===== src/rtl/read_from_keys_pkg.sv =====
// Shared encodings for the KPN key front end: module codes, entry selects,
// controller states and BCD limits.
package read_from_keys_pkg;

  localparam logic [4:0] MODULE_ADDER_1      = 5'b00000;
  localparam logic [4:0] MODULE_SUBTRACTOR_1 = 5'b00001;

  localparam logic [3:0] BCD_MAX    = 4'd9;
  localparam logic [2:0] DIGITS_MAX = 3'd4;

  typedef enum logic {
    ENTRY_1 = 1'b0,
    ENTRY_2 = 1'b1
  } entry_t;

  typedef enum logic {
    IDLE      = 1'b0,
    WAIT_FIFO = 1'b1
  } state_t;

  function automatic logic module_valid(input logic [4:0] code);
    return (code == MODULE_ADDER_1) || (code == MODULE_SUBTRACTOR_1);
  endfunction

endpackage


===== src/rtl/read_from_keys_key_debouncer.sv =====
// Synchronises one active-low push button, filters bounce, and emits a
// single-cycle pulse on each accepted released->pressed transition.
module key_debouncer #(
  parameter int DEBOUNCE_CYCLES = 50000,
  parameter int CNT_WIDTH       = 16
) (
  input  logic clock,
  input  logic reset_n,
  input  logic key_n,
  output logic press_pulse
);

  localparam logic [CNT_WIDTH-1:0] CNT_LAST = CNT_WIDTH'(DEBOUNCE_CYCLES - 1);

  // Levels are kept active-high so a cleared register means "released".
  logic                 sync_1;
  logic                 sync_2;
  logic                 sync_prev;
  logic                 accepted;
  logic [CNT_WIDTH-1:0] stable_cnt;

  always_ff @(posedge clock or negedge reset_n) begin
    if (!reset_n) begin
      sync_1      <= 1'b0;
      sync_2      <= 1'b0;
      sync_prev   <= 1'b0;
      accepted    <= 1'b0;
      stable_cnt  <= '0;
      press_pulse <= 1'b0;
    end else begin
      sync_1      <= ~key_n;
      sync_2      <= sync_1;
      sync_prev   <= sync_2;
      press_pulse <= 1'b0;
      if (sync_2 != sync_prev) begin
        stable_cnt <= '0;
      end else if (sync_2 != accepted) begin
        // Only a level that differs from the accepted one needs qualifying.
        if (stable_cnt == CNT_LAST) begin
          accepted    <= sync_2;
          press_pulse <= sync_2;
          stable_cnt  <= '0;
        end else begin
          stable_cnt <= stable_cnt + 1'b1;
        end
      end
    end
  end

endmodule


===== src/rtl/read_from_keys.sv =====
// Key front end: builds a 4-digit BCD operand from debounced key presses and
// loads it into the adder/subtractor operand registers, pushing complete pairs.
module read_from_keys
  import read_from_keys_pkg::*;
#(
  parameter int DEBOUNCE_CYCLES = 50000,
  parameter int CNT_WIDTH       = 16
) (
  input  logic        clock,
  input  logic        reset_n,
  input  logic        key_digit,
  input  logic        key_commit,
  input  logic [3:0]  switch_value,
  input  logic        select_entry,
  input  logic [4:0]  select_module,
  input  logic        full_adder_1,
  input  logic        full_subtractor_1,
  output logic [15:0] data_1_adder_1,
  output logic [15:0] data_2_adder_1,
  output logic [15:0] data_1_subtractor_1,
  output logic [15:0] data_2_subtractor_1,
  output logic        write_adder_1,
  output logic        write_subtractor_1,
  output logic [15:0] edit_value,
  output logic        busy,
  output logic        error
);

  // FIFO push handshake: write_* is a registered one-cycle strobe raised only
  // when that FIFO's full flag was low on the previous edge; data_1/data_2 are
  // already stable and stay unchanged while the strobe is high.

  logic digit_pulse;
  logic commit_pulse;

  key_debouncer #(
    .DEBOUNCE_CYCLES(DEBOUNCE_CYCLES),
    .CNT_WIDTH      (CNT_WIDTH)
  ) u_digit_deb (
    .clock      (clock),
    .reset_n    (reset_n),
    .key_n      (key_digit),
    .press_pulse(digit_pulse)
  );

  key_debouncer #(
    .DEBOUNCE_CYCLES(DEBOUNCE_CYCLES),
    .CNT_WIDTH      (CNT_WIDTH)
  ) u_commit_deb (
    .clock      (clock),
    .reset_n    (reset_n),
    .key_n      (key_commit),
    .press_pulse(commit_pulse)
  );

  state_t      state_q,   state_d;
  logic [15:0] edit_q,    edit_d;
  logic [2:0]  count_q,   count_d;
  logic [15:0] d1_add_q,  d1_add_d;
  logic [15:0] d2_add_q,  d2_add_d;
  logic [15:0] d1_sub_q,  d1_sub_d;
  logic [15:0] d2_sub_q,  d2_sub_d;
  logic        pend_sub_q, pend_sub_d;
  logic        wr_add_q,  wr_add_d;
  logic        wr_sub_q,  wr_sub_d;
  logic        error_q,   error_d;

  always_ff @(posedge clock or negedge reset_n) begin
    if (!reset_n) begin
      state_q    <= IDLE;
      edit_q     <= '0;
      count_q    <= '0;
      d1_add_q   <= '0;
      d2_add_q   <= '0;
      d1_sub_q   <= '0;
      d2_sub_q   <= '0;
      pend_sub_q <= 1'b0;
      wr_add_q   <= 1'b0;
      wr_sub_q   <= 1'b0;
      error_q    <= 1'b0;
    end else begin
      state_q    <= state_d;
      edit_q     <= edit_d;
      count_q    <= count_d;
      d1_add_q   <= d1_add_d;
      d2_add_q   <= d2_add_d;
      d1_sub_q   <= d1_sub_d;
      d2_sub_q   <= d2_sub_d;
      pend_sub_q <= pend_sub_d;
      wr_add_q   <= wr_add_d;
      wr_sub_q   <= wr_sub_d;
      error_q    <= error_d;
    end
  end

  always_comb begin
    state_d    = state_q;
    edit_d     = edit_q;
    count_d    = count_q;
    d1_add_d   = d1_add_q;
    d2_add_d   = d2_add_q;
    d1_sub_d   = d1_sub_q;
    d2_sub_d   = d2_sub_q;
    pend_sub_d = pend_sub_q;
    wr_add_d   = 1'b0;
    wr_sub_d   = 1'b0;
    error_d    = 1'b0;

    case (state_q)
      IDLE: begin
        // Commit has priority; a digit pulse in the same cycle is dropped.
        if (commit_pulse) begin
          if (!module_valid(select_module)) begin
            error_d = 1'b1;
          end else begin
            if (select_module == MODULE_ADDER_1) begin
              if (select_entry == ENTRY_2) d2_add_d = edit_q;
              else                         d1_add_d = edit_q;
            end else begin
              if (select_entry == ENTRY_2) d2_sub_d = edit_q;
              else                         d1_sub_d = edit_q;
            end
            edit_d  = '0;
            count_d = '0;
            if (select_entry == ENTRY_2) begin
              pend_sub_d = (select_module == MODULE_SUBTRACTOR_1);
              state_d    = WAIT_FIFO;
            end
          end
        end else if (digit_pulse) begin
          if (switch_value > BCD_MAX) begin
            error_d = 1'b1;
          end else begin
            edit_d = {edit_q[11:0], switch_value};
            if (count_q != DIGITS_MAX) count_d = count_q + 3'd1;
          end
        end
      end

      WAIT_FIFO: begin
        // Key pulses are ignored here; only the latched module's full matters.
        if (pend_sub_q) begin
          if (!full_subtractor_1) begin
            wr_sub_d = 1'b1;
            state_d  = IDLE;
          end
        end else begin
          if (!full_adder_1) begin
            wr_add_d = 1'b1;
            state_d  = IDLE;
          end
        end
      end

      default: state_d = IDLE;
    endcase
  end

  assign data_1_adder_1      = d1_add_q;
  assign data_2_adder_1      = d2_add_q;
  assign data_1_subtractor_1 = d1_sub_q;
  assign data_2_subtractor_1 = d2_sub_q;
  assign write_adder_1       = wr_add_q;
  assign write_subtractor_1  = wr_sub_q;
  assign edit_value          = edit_q;
  assign busy                = (state_q == WAIT_FIFO);
  assign error               = error_q;

endmodule

===== config.mk =====
export PLATFORM = sky130hd
export DESIGN_NAME = read_from_keys
export DESIGN_NICKNAME = d
export VERILOG_FILES = /design/src/rtl/read_from_keys_pkg.sv /design/src/rtl/read_from_keys_key_debouncer.sv /design/src/rtl/read_from_keys.sv
export SDC_FILE = /design/constraint.sdc
export NUM_CORES = 1
export LEC_CHECK = 0
export CAP_MARGIN = 20
export CORE_MARGIN = 2
export CORE_UTILIZATION = 56
export DETAILED_ROUTE_END_ITERATION = 8
export GPL_TIMING_DRIVEN = 0
export PLACE_DENSITY = 0.84
export RECOVER_POWER = 25
export REMOVE_ABC_BUFFERS = 1
export SLEW_MARGIN = 20
export SYNTH_ARGS = -nofsm -noshare
export SYNTH_HDL_FRONTEND = slang
export SYNTH_HIERARCHICAL = 1
export SYNTH_SLANG_ARGS = --single-unit
export TNS_END_PERCENT = 30

===== constraint.sdc =====
create_clock -name clock -period 3.45 [get_ports clock]
set_clock_uncertainty 0.15 [all_clocks]
set_input_delay 0.69 -clock clock [delete_from_list [all_inputs] [get_ports clock]]
set_output_delay 0.69 -clock clock [all_outputs]
set_load 0.02 [all_outputs]

# Word level (Yosys, flattened, before mapping)
# Cells that the tools add are included.
[totals]
wordCells = 88
regBits = 127
inputBits = 16
output_inout_bits = 84
[op_classes]
eq_ne = 9
n_mux = 34
reduce_logical = 13
magnitude_cmp = 1
addsub = 2
bitwise = 7
[ops]
columns = ["cell", "count"]
rows = [
  ["$mux 16", 10],
  ["$add 16x1->16 const B", 2],
  ["$eq 16x16->1 const B", 2],
  ["$mux 1", 23],
  ["$reduce_and 5->1", 4],
  ["$reduce_and 4->1", 2],
  ["$not 1->1", 7],
  ["$reduce_and 3->1", 2],
  ["$reduce_bool 2->1", 3],
  ["$eq 5x1->1 const B", 1],
  ["$logic_not 5->1", 1],
  ["$gt 4x4->1 const B", 1],
  ["$ne 1x1->1", 4],
  ["$ne 2x1->1 const B", 1],
  ["$ne 2x2->1 const B", 1],
  ["$pmux 1 s2", 1],
  ["$logic_or 1x1->1", 1],
]

# Longest topological paths before layout
# Gate-level depths: netlist of run 1.
[depth]
ltp_word = 5
mapped_depth = 8
depth_no_buf = 6

# Modules after synthesis
# The synthesis of run 1 kept the hierarchy.
[modules_own_cells]
columns = ["module", "cells_per_inst", "area_per_inst_um2", "seq_area_each_um2", "instances"]
rows = [
  ["read_from_keys", 203, 3283.1, 2127.0, 1],
  ["key_debouncer (u_commit_deb)", 119, 1121.1, 525.5, 1],
  ["key_debouncer (u_digit_deb)", 114, 1104.8, 525.5, 1],
]

# Least setup slack after synthesis of run 1
# No wires, ideal clock.
[synth_path]
path_kind = "input to register"
startpoint = "input select_module[4]"
endpoint = "register d2_add_q[10], in the netlist data_2_adder_1[10]"
setup_time_ns = 0.125
path_slack_ns = 0.771
path_buffers = 3
arrival_ns = 2.404
t_required_ns = 3.175
cell_stages = 6
path_cell_list = "or4_1 > buf_2 > or4_4 > buf_6 > buf_6 > mux2_4"
[synth_via]
elab_chain_len = 3
elab_cells_between_ends = 4
classes_between = "eq/ne (1); reduce/logical (3)"
[synth_rtl]
columns = ["item", "line_no", "source"]
rows = [
  ["start, declared", "read_from_keys.sv:15", "input logic [4:0] select_module,"],
  ["$eq 5x1->1 / $logic_not 5->1 (equally long branches)", "read_from_keys_pkg.sv:22, read_from_keys.sv:116", ""],
  ["$logic_or 1x1->1", "read_from_keys_pkg.sv:22", "return (code == MODULE_ADDER_1) || (code == MODULE_SUBTRACTOR_1);"],
  ["$reduce_and 5->1 (no line) (*)", "--", ""],
  ["end signal, assigned", "read_from_keys.sv:74", "d2_add_q <= '0;"],
  ["end signal, assigned", "read_from_keys.sv:86", "d2_add_q <= d2_add_d;"],
  ["end, declared", "read_from_keys.sv:60", "logic [15:0] d2_add_q, d2_add_d;"],
]
# Every way passes the cells marked *; elsewhere a longest branch is shown, timed or not.
# A chain may end at the register's enable or synchronous reset.

# Worst setup path in the final report of run 1
[layout_path]
startpoint = "input select_module[4]"
endpoint = "register d2_sub_q[8], in the netlist data_2_subtractor_1[8]"
[layout_via]
elab_chain_len = 3
elab_cells_between_ends = 5
classes_between = "eq/ne (1); bitwise (1); reduce/logical (3)"
[layout_rtl]
columns = ["item", "line_no", "source"]
rows = [
  ["$eq 5x1->1 / $logic_not 5->1 (equally long branches)", "read_from_keys_pkg.sv:22, read_from_keys.sv:116", ""],
  ["$logic_or 1x1->1 / $not 1->1 (equally long branches)", "--", ""],
  ["$reduce_and 5->1 (no line) (*)", "--", ""],
  ["end signal, assigned", "read_from_keys.sv:88", "d2_sub_q <= d2_sub_d;"],
  ["end, declared", "read_from_keys.sv:62", "logic [15:0] d2_sub_q, d2_sub_d;"],
]
# Marks and branches as above.

==> results.sh, run 1 <==
export IMPL_worst_ep_required_time_ps=3700
export IMPL_synth_cell_types=60
export IMPL_htreeDepth=4
export IMPL_fin_crit_ps=2860
export IMPL_fillers=612
export IMPL_critPathLaunchType="input port"
export IMPL_die_x_microns=103
export IMPL_slew_limit_headroom_pct=17.4
export IMPL_hold_depth=0
export IMPL_globalRoute_totalOverflow=0
export IMPL_drc=0
export IMPL_core_area_sq_um=9640
export IMPL_synth_top_area_share_pct=57.7
export IMPL_cts_tree="yes"
export IMPL_finalNonFillerCells=689
export IMPL_holdWs_ps=198
export IMPL_leakagePower_nw=3.30
export IMPL_dp_slack_ps=-164
export IMPL_post_drt_wl_per_cell_microns=18.9
export IMPL_dr_pass1_iters=4
export IMPL_syn_area_sq_um=5510
export IMPL_vias=4085
export IMPL_r2r_end="u_digit_deb/stable_cnt[14]"
export IMPL_yosysTopAreaCell="dfrtp_1"
export IMPL_drive_gt1_share_pct=20.0
export IMPL_tightest_slew_ps=1240
export IMPL_finalHoldViolations=0
export IMPL_clk_pin_slew_ps=60
export IMPL_grt_setup_unrepaired="false"
export IMPL_grtUsageMet2_pct=40.0
export IMPL_fmax_mhz=349
export IMPL_cp_cell_sequence="clkdlybuf4s50_1 -> nor4_1 -> nand4_1 -> buf_6 -> mux2_2"
export IMPL_slowest_delay_ps=770
export IMPL_die_y_microns=103
export IMPL_synth_warning_count=6
export IMPL_end_kind="register"
export IMPL_status="finished, final reports clean"
export IMPL_synthCells=436
export IMPL_stdcell_area_sq_um=7260
export IMPL_antenna_found_initial=0
export IMPL_crit_fanout=11
export IMPL_utilization_pct=75.3
export IMPL_cts_root_buffer="clkbuf_8"
export IMPL_fin_crit_sh_pct=83.0
export IMPL_arrival_ps=3120
export IMPL_num_antenna_cells=0
export IMPL_power_density_nw_per_um2=489
export IMPL_avgSynthCellArea_sq_um=12.6
export IMPL_crit_type="input port to register"
export IMPL_routed_wl_mm=13.0
export IMPL_placedCellCount=653
export IMPL_grt_pass1_wl_mm=20.4
export IMPL_min_to="u_commit_deb/sync_2"
export IMPL_slowest_stage="nand4_1"
export IMPL_path_delay_family="simple AND/OR/NAND/NOR gates"
export IMPL_reg2reg_slack_ps=990
export IMPL_start_util_pct=57.2
export IMPL_area_delta_synth_final_pct=31.8
export IMPL_rows=36
export IMPL_layout_commonest_cell="dfrtp_1"
export IMPL_r2r_start="u_digit_deb/stable_cnt[0]"
export IMPL_synth_flop_cell="dfrtp_1"
export IMPL_portBuffers=99
export IMPL_grt_util_met3_pct=5.91
export IMPL_async_reset_ff_share_pct=100
export IMPL_via_per_inst=5.93
export IMPL_r2r_cells=6
export IMPL_hp_start="u_commit_deb/sync_1"
export IMPL_synth_edf_count=0
export IMPL_met1_usage_pct=33.3
export IMPL_cts_path_max_buffers=2
export IMPL_slew_violations=0
export IMPL_gp_congestion=0.853
export IMPL_crit_buf_inv=2
export IMPL_synth_seq_area_share_pct=57.7
export IMPL_timing_setup_tns_ps=0
export IMPL_maxCapViolations=0
export IMPL_power_mw=3.55
export IMPL_fin_ws_ps=586
export IMPL_die_area_sq_um=10600
export IMPL_grt_pass1_vias=4053
export IMPL_grt_max_degree=79
export IMPL_clock_latency_ps=520
export IMPL_setup_violations=0
export IMPL_numCtsBuffers=17
export IMPL_ys_ff_latch=127
export IMPL_vdd_drop_max_uv=303
export IMPL_busiest_layer="met2"
export IMPL_cts_sinks=127
export IMPL_min_path_type="register to register"
export IMPL_placed_area_sq_um=6590
export IMPL_io_pins=100
export IMPL_drt_iter0_drc=259
export IMPL_grt_util_all_layers_pct=25.4
export IMPL_final_cell_mix="127 x dfrtp_1, 94 x clkdlybuf4s50_1, 50 x mux2_2"
export IMPL_ant_nets=0
export IMPL_cp_startpoint="select_module[4]"
export IMPL_synth_area_leaders="dfrtp_1 58%, mux2_2 10%, mux2_4 3.0%, a22o_1 2.5%, a31oi_1 2.3%"
export IMPL_nNetsFinal=561
export IMPL_dpl_hpwl_mm=8.18
power breakdown:
part | switching (mW) | internal (mW)
registers | 0.00892 | 1.50
clock network | 0.671 | 1.27
logic | 0.0655 | 0.0361
total | 0.746 | 2.80
cell type report:
| class | instances | area (sq um) | share of cell area (%) |
|---|---|---|---|
| well taps | 133 | 166 | 2.29 |
| flip-flops and latches | 127 | 3180 | 43.8 |
| clock inverters | 13 | 210 | 2.90 |
| inverters | 7 | 26.3 | 0.362 |
| repair buffers | 105 | 1070 | 14.7 |
| multi-input cells | 285 | 2180 | 30.0 |
| clock buffers | 19 | 432 | 5.95 |
Yosys cell counts (all sizes together) (7+ instances only):
cell and count:
nand2 28, nand3 13, nand4 7, a22o 16
inv 7, mux2 67, o21ai 19, a31oi 20
dfrtp 127, nor2 12, a21oi 25, buf 13
and3 9
worst max path at each step:
| stage | slack (ps) | cells after the start | endpoint |
|---|---|---|---|
| floorplan | 770 | 3 | data_1_adder_1[0] |
| global placement | -3170 | 1 | data_1_adder_1[2] |
| detailed placement | -160 | 4 | data_1_adder_1[10] |
| CTS | 400 | 4 | data_1_adder_1[10] |
| global route | 410 | 5 | data_2_subtractor_1[10] |
| finish | 590 | 5 | data_2_subtractor_1[8] |
flip-flops by register name (all words and copies together) (netlist names), 16 cells and up:
name and flops:
data_1_adder_1 16, data_1_subtractor_1 16, data_2_adder_1 16, data_2_subtractor_1 16, edit_value 16, u_commit_deb/stable_cnt 16, u_digit_deb/stable_cnt 16
worst register-to-register path: stages, from the launching register on:
cell	delay [ps]
dfrtp_1	410
ha_1	240
and3_1	230
and4_1	220
nor2_2	660
nand3_1	200
o31ai_1	260
repair_timing:
item	CTS	global route
hold buffers	1	0
gates resized for setup	0	0
endpoints found under the hold margin	49	0
buffers inserted	0	0
routing by layer:
layer	vias up	routed length, microns	part of all wire (%)
met2	146	6430	49
met5	-	0	0
met4	0	297	2.3
met3	26	678	5.2
li1	1855	-	-
met1	2058	5590	43
cells by family (layout without fill, tap and decap cells):
group                      count (synthesis)  count (layout)  synth area share [%]
AOI/OAI and AO/OA                         99              99                  11.8
and+or+nand+nor                          114             114                  12.4
DFF                                      127             127                  57.7
muxes                                     70              70                  15.0
adders and majority gates                  2               2                 0.454
buffers and inverters                     24             144                  2.68
Note: power is estimated with default switching activity, not from simulation.
==> run 2, diff against run 1 <==
--- a/config.mk
+++ b/config.mk
@@ -7,10 +7,10 @@
 export LEC_CHECK = 0
 export CAP_MARGIN = 20
 export CORE_MARGIN = 2
-export CORE_UTILIZATION = 56
+export CORE_UTILIZATION = 47
 export DETAILED_ROUTE_END_ITERATION = 8
 export GPL_TIMING_DRIVEN = 0
-export PLACE_DENSITY = 0.84
+export PLACE_DENSITY = 0.76
 export RECOVER_POWER = 25
 export REMOVE_ABC_BUFFERS = 1
 export SLEW_MARGIN = 20
==> constraint.sdc (replaced) <==
create_clock -name clock -period 2.3 [get_ports clock]
set_clock_uncertainty 0.15 [all_clocks]
set_input_delay 0.46 -clock clock [delete_from_list [all_inputs] [get_ports clock]]
set_output_delay 0.46 -clock clock [all_outputs]
set_load 0.02 [all_outputs]
==> results.sh, run 2 (same netlist as run 1, synthesis figures left out) <==
export IMPL_p_switching_mw=1.06
export IMPL_grt_setup_unrepaired="true"
export IMPL_reg2reg_slack_ps=200
export IMPL_via_per_inst=5.90
export IMPL_min_path_type="register to register"
export IMPL_slew_limit_headroom_pct=40.6
export IMPL_arrival_ps=2440
export IMPL_htreeDepth=4
export IMPL_p_seq_share_pct=43.7
export IMPL_clock_latency_ps=410
export IMPL_placed_area_sq_um=6610
export IMPL_pwr_share_comb_pct=3.0
export IMPL_dpl_hpwl_mm=8.14
export IMPL_die_y_microns=112
export IMPL_die_x_microns=112
export IMPL_internal_power_mw=4.11
export IMPL_portBuffers=99
export IMPL_leakagePower_nw=3.35
export IMPL_layout_commonest_cell="dfrtp_1"
export IMPL_hp_start="u_commit_deb/sync_1"
export IMPL_ant_nets=0
export IMPL_rows=39
export IMPL_cts_root_buffer="clkbuf_16"
export IMPL_final_cell_mix="127 x dfrtp_1, 93 x clkdlybuf4s50_1, 50 x mux2_2"
export IMPL_drt_iter0_drc=234
export IMPL_crit_fanout=8
export IMPL_area_delta_synth_final_pct=33.3
export IMPL_die_area_sq_um=12600
export IMPL_clk_pin_slew_ps=60
export IMPL_setup_violations=0
export IMPL_critPathLaunchType="input port"
export IMPL_power_share_switching_pct=20.5
export IMPL_cts_tree="yes"
export IMPL_tightest_slew_ps=882
export IMPL_antenna_found_initial=0
export IMPL_io_pins=100
export IMPL_routed_wl_mm=12.6
export IMPL_core_area_sq_um=11400
export IMPL_vias=4155
export IMPL_share_clk_of_total_power_pct=53.3
export IMPL_maxCapViolations=0
export IMPL_cts_path_max_buffers=2
export IMPL_globalRoute_totalOverflow=0
export IMPL_gp_congestion=0.859
export IMPL_stdcell_area_sq_um=7340
export IMPL_numCtsBuffers=17
export IMPL_fin_crit_sh_pct=99.7
export IMPL_utilization_pct=64.3
export IMPL_end_kind="register"
export IMPL_grt_pass1_wl_mm=20.3
export IMPL_cp_startpoint="select_module[4]"
export IMPL_crit_type="input port to register"
export IMPL_cts_sinks=127
export IMPL_vdd_drop_max_uv=540
export IMPL_num_antenna_cells=0
export IMPL_slew_violations=0
export IMPL_grt_pass1_vias=4076
export IMPL_holdWs_ps=195
export IMPL_drc=0
export IMPL_drive_gt1_share_pct=23.0
export IMPL_grt_util_all_layers_pct=20.3
export IMPL_nNetsFinal=567
export IMPL_grt_max_degree=66
export IMPL_power_density_nw_per_um2=705
export IMPL_fmax_mhz=436
export IMPL_dr_pass1_iters=7
export IMPL_status="finished, final reports clean"
export IMPL_post_drt_wl_per_cell_microns=17.9
export IMPL_r2r_start="u_digit_deb/stable_cnt[0]"
export IMPL_finalHoldViolations=0
export IMPL_start_util_pct=48.2
export IMPL_fin_crit_ps=2290
export IMPL_worst_ep_required_time_ps=2450
==> run 2: worst paths after layout <==
path                                         endpoint  depth (start not counted)
hold reg to reg                   u_commit_deb/sync_2                          0
setup / recovery                    data_2_adder_1[4]                          4
hold / removal                    u_commit_deb/sync_2                          0
min in group asynchronous     data_2_subtractor_1[11]                          2
setup reg to reg           u_digit_deb/stable_cnt[15]                          6
max in group asynchronous      data_1_subtractor_1[0]                          3
==> run 2: power by group through the flow <==
stage / logic (mW) / clock network [mW] / registers (mW)
finish: 0.154 / 2.76 / 2.26
global route: 0.175 / 2.90 / 2.26
CTS: 0.158 / 2.80 / 2.26
detailed placement: 0.156 / 0 / 2.30
global placement: 0.144 / 0 / 2.30
floorplan: 0.0567 / 0 / 2.30
==> run 2: repair_timing <==
item / in CTS / in global routing
cloned: 0 / 1
buffers inserted: 3 / 3
gates resized for setup: 1 / 17
pin swaps: 2 / 6
endpoints found under the hold margin: 62 / 0
hold buffers: 1 / 0
endpoints found under the setup margin: 67 / 83
==> run 2: routing by layer <==
metal	vias up	part of all wire [%]	track usage [%]
li1	1863	-	-
met1	2100	42	26.0
met2	168	49	32.7
met3	24	5.9	5.56
met4	0	2.3	8.54
met5	-	0	0
==> run 2: stage by stage <==
step / worst slack, ps / setup TNS, ps / power [mW] / std cells
finish: 5.78 / 0 / 5.18 / 704
global route: -10.7 / -20.0 / 5.34 / 704
CTS: -237 / -7470 / 5.22 / 699
detailed placement: -982 / -50310 / 2.46 / 664
global placement: -4140 / -589720 / 2.44 / 661
floorplan: -154 / -3600 / 2.36 / 419
==> run 2: final cells by class <==
cell class / count / area, sq um
Clock buffer: 22 / 484
Clock inverter: 9 / 133
Fill cell: 841 / 4080
Inverter: 7 / 26.3
Multi-Input combinational cell: 286 / 2250
Sequential cell: 127 / 3180
Tap cell: 143 / 179
Timing Repair Buffer: 110 / 1090
==> run 2: critical path, stage by stage <==
cell             delay [ps]
clkdlybuf4s50_1         440
or4_4                   520
or4_4                   680
mux2_1                  350
==> run 3, diff against run 2 <==
--- a/config.mk
+++ b/config.mk
@@ -5,7 +5,6 @@
 export SDC_FILE = /design/constraint.sdc
 export NUM_CORES = 1
 export LEC_CHECK = 0
-export CAP_MARGIN = 20
 export CORE_MARGIN = 2
 export CORE_UTILIZATION = 47
 export DETAILED_ROUTE_END_ITERATION = 8
==> results.sh, run 3 (same netlist as run 1, synthesis figures left out) <==
export IMPL_area_delta_synth_final_pct=32.6
export IMPL_start_util_pct=48.2
export IMPL_power_density_nw_per_um2=719
export IMPL_multi_input_area_sq_um=2210
export IMPL_clk_pin_slew_ps=50
export IMPL_dpl_hpwl_mm=8.05
export IMPL_setup_violations=8
export IMPL_fillers=849
export IMPL_vdd_drop_max_uv=661
export IMPL_arrival_ps=2460
export IMPL_clock_latency_ps=420
export IMPL_routed_wl_mm=12.2
export IMPL_drc=0
export IMPL_via_per_inst=5.85
export IMPL_portBuffers=99
export IMPL_fin_crit_ps=2320
export IMPL_antenna_found_initial=0
export IMPL_cts_tree="yes"
export IMPL_drt_iter0_drc=229
export IMPL_rows=39
export IMPL_grt_pass1_wl_mm=20.2
export IMPL_post_drt_wl_per_cell_microns=17.4
export IMPL_critPathLaunchType="input port"
export IMPL_status="finished, violations left"
export IMPL_leakagePower_nw=3.32
export IMPL_ant_nets=0
export IMPL_fin_ws_ps=-17.0
export IMPL_crit_type="input port to register"
export IMPL_vias=4111
export IMPL_tightest_slew_ps=909
export IMPL_htreeDepth=4
export IMPL_cts_sinks=127
export IMPL_slew_limit_headroom_pct=38.8
export IMPL_grt_max_degree=66
export IMPL_die_y_microns=112
export IMPL_drive_gt1_share_pct=21.6
export IMPL_crit_fanout=16
export IMPL_num_antenna_cells=0
export IMPL_power_mw=5.25
export IMPL_die_area_sq_um=12600
export IMPL_dr_pass1_iters=5
export IMPL_grt_pass1_vias=3984
export IMPL_globalRoute_totalOverflow=0
export IMPL_maxCapViolations=0
export IMPL_fmax_mhz=432
export IMPL_layout_commonest_cell="dfrtp_1"
export IMPL_numCtsBuffers=17
export IMPL_end_kind="register"
export IMPL_regArea_sq_um=3180
export IMPL_worst_ep_required_time_ps=2450
export IMPL_cts_path_max_buffers=2
export IMPL_fin_crit_sh_pct=101
export IMPL_min_path_type="register to register"
export IMPL_grt_util_all_layers_pct=20.2
export IMPL_io_pins=100
export IMPL_cts_root_buffer="clkbuf_16"
export IMPL_core_area_sq_um=11400
export IMPL_grt_setup_unrepaired="true"
export IMPL_slew_violations=0
export IMPL_gp_congestion=0.859
export IMPL_violations="negative setup slack"
export IMPL_die_x_microns=112
export IMPL_nNetsFinal=566
export IMPL_finalHoldViolations=0
export IMPL_final_cell_mix="127 x dfrtp_1, 93 x clkdlybuf4s50_1, 50 x mux2_2"
export IMPL_finalNonFillerCells=703
export IMPL_placedCellCount=663
[run 3: cell count changes in the layout (fill, tap and decap cells not counted), sizes merged]
cell          change
clkinv            -3
dlygate4sd2       +3
dlymetal6s2s      -3
buf               -1
bufinv            +1
clkbuf            +1
clkinvlp          +1
inv               +1
or4               -1
[run 3: power by group]
part	switching, mW	leakage, nW	total, mW	internal (mW)
clock	0.948	0.299	2.84	1.89
sequential	0.0140	1.76	2.26	2.25
combinational	0.0986	1.26	0.150	0.0513
[run 3: critical path, cell delays in order]
cell	delay, ps
clkdlybuf4s50_1	420
or4_4	490
or4_4	700
mux2_1	370
[run 3: path summary, 6_finish.rpt]
| path | from | end | slack [ps] | cells past startpoint |
|---|---|---|---|---|
| worst max-delay path | select_module[2] | data_2_adder_1[4] | -20 | 4 |
| worst min-delay path | u_commit_deb/sync_1 | u_commit_deb/sync_2 | 200 | 0 |
| worst max register to register | u_commit_deb/stable_cnt[0] | u_commit_deb/stable_cnt[6] | 120 | 6 |
| worst min register to register | u_commit_deb/sync_1 | u_commit_deb/sync_2 | 200 | 0 |
| max in group asynchronous | reset_n | data_2_subtractor_1[6] | 340 | 3 |
| min in group asynchronous | reset_n | data_2_subtractor_1[11] | 440 | 2 |
[run 3: layout make-up]
type	count	area share, %
clock inverter	9	2.14
clock buffer	22	6.49
timing repair buffer	110	14.8
tap	143	2.45
multi-input combinational	285	30.3
sequential	127	43.5
inverter	7	0.360
[run 3: what timing repair did]
item                                   4_1_cts  5_1_grt
gates resized for setup                      6        5
pin swaps                                    2        3
setup buffers                                4        3
endpoints found under the hold margin       62        0
setup endpoints to repair                   69       25
hold buffers                                 1        0
[run 3: through the flow]
step                      area, sq um  setup WS (ps)  TNS [ps]  hold WS [ps]  utilization (%)
final                            7300          -17.0     -62.5           195             64.0
after global routing             7300          -13.8     -51.1           231             64.0
after CTS                        7270          -81.8      -846           197             63.7
after detailed placement         6590          -1080    -59150           185             57.7
after global placement           6560          -4140   -589720           185             57.4
after floorplan                  5390           -154     -3600          14.4                -
[run 3: per-layer routing]
layer | share of wire [%] | up-vias | global-route usage, %
li1 | - | 1867 | -
met1 | 44 | 2096 | 26.7
met2 | 49 | 131 | 31.8
met3 | 5.3 | 17 | 6.10
met4 | 1.7 | 0 | 7.56
met5 | 0 | - | 0
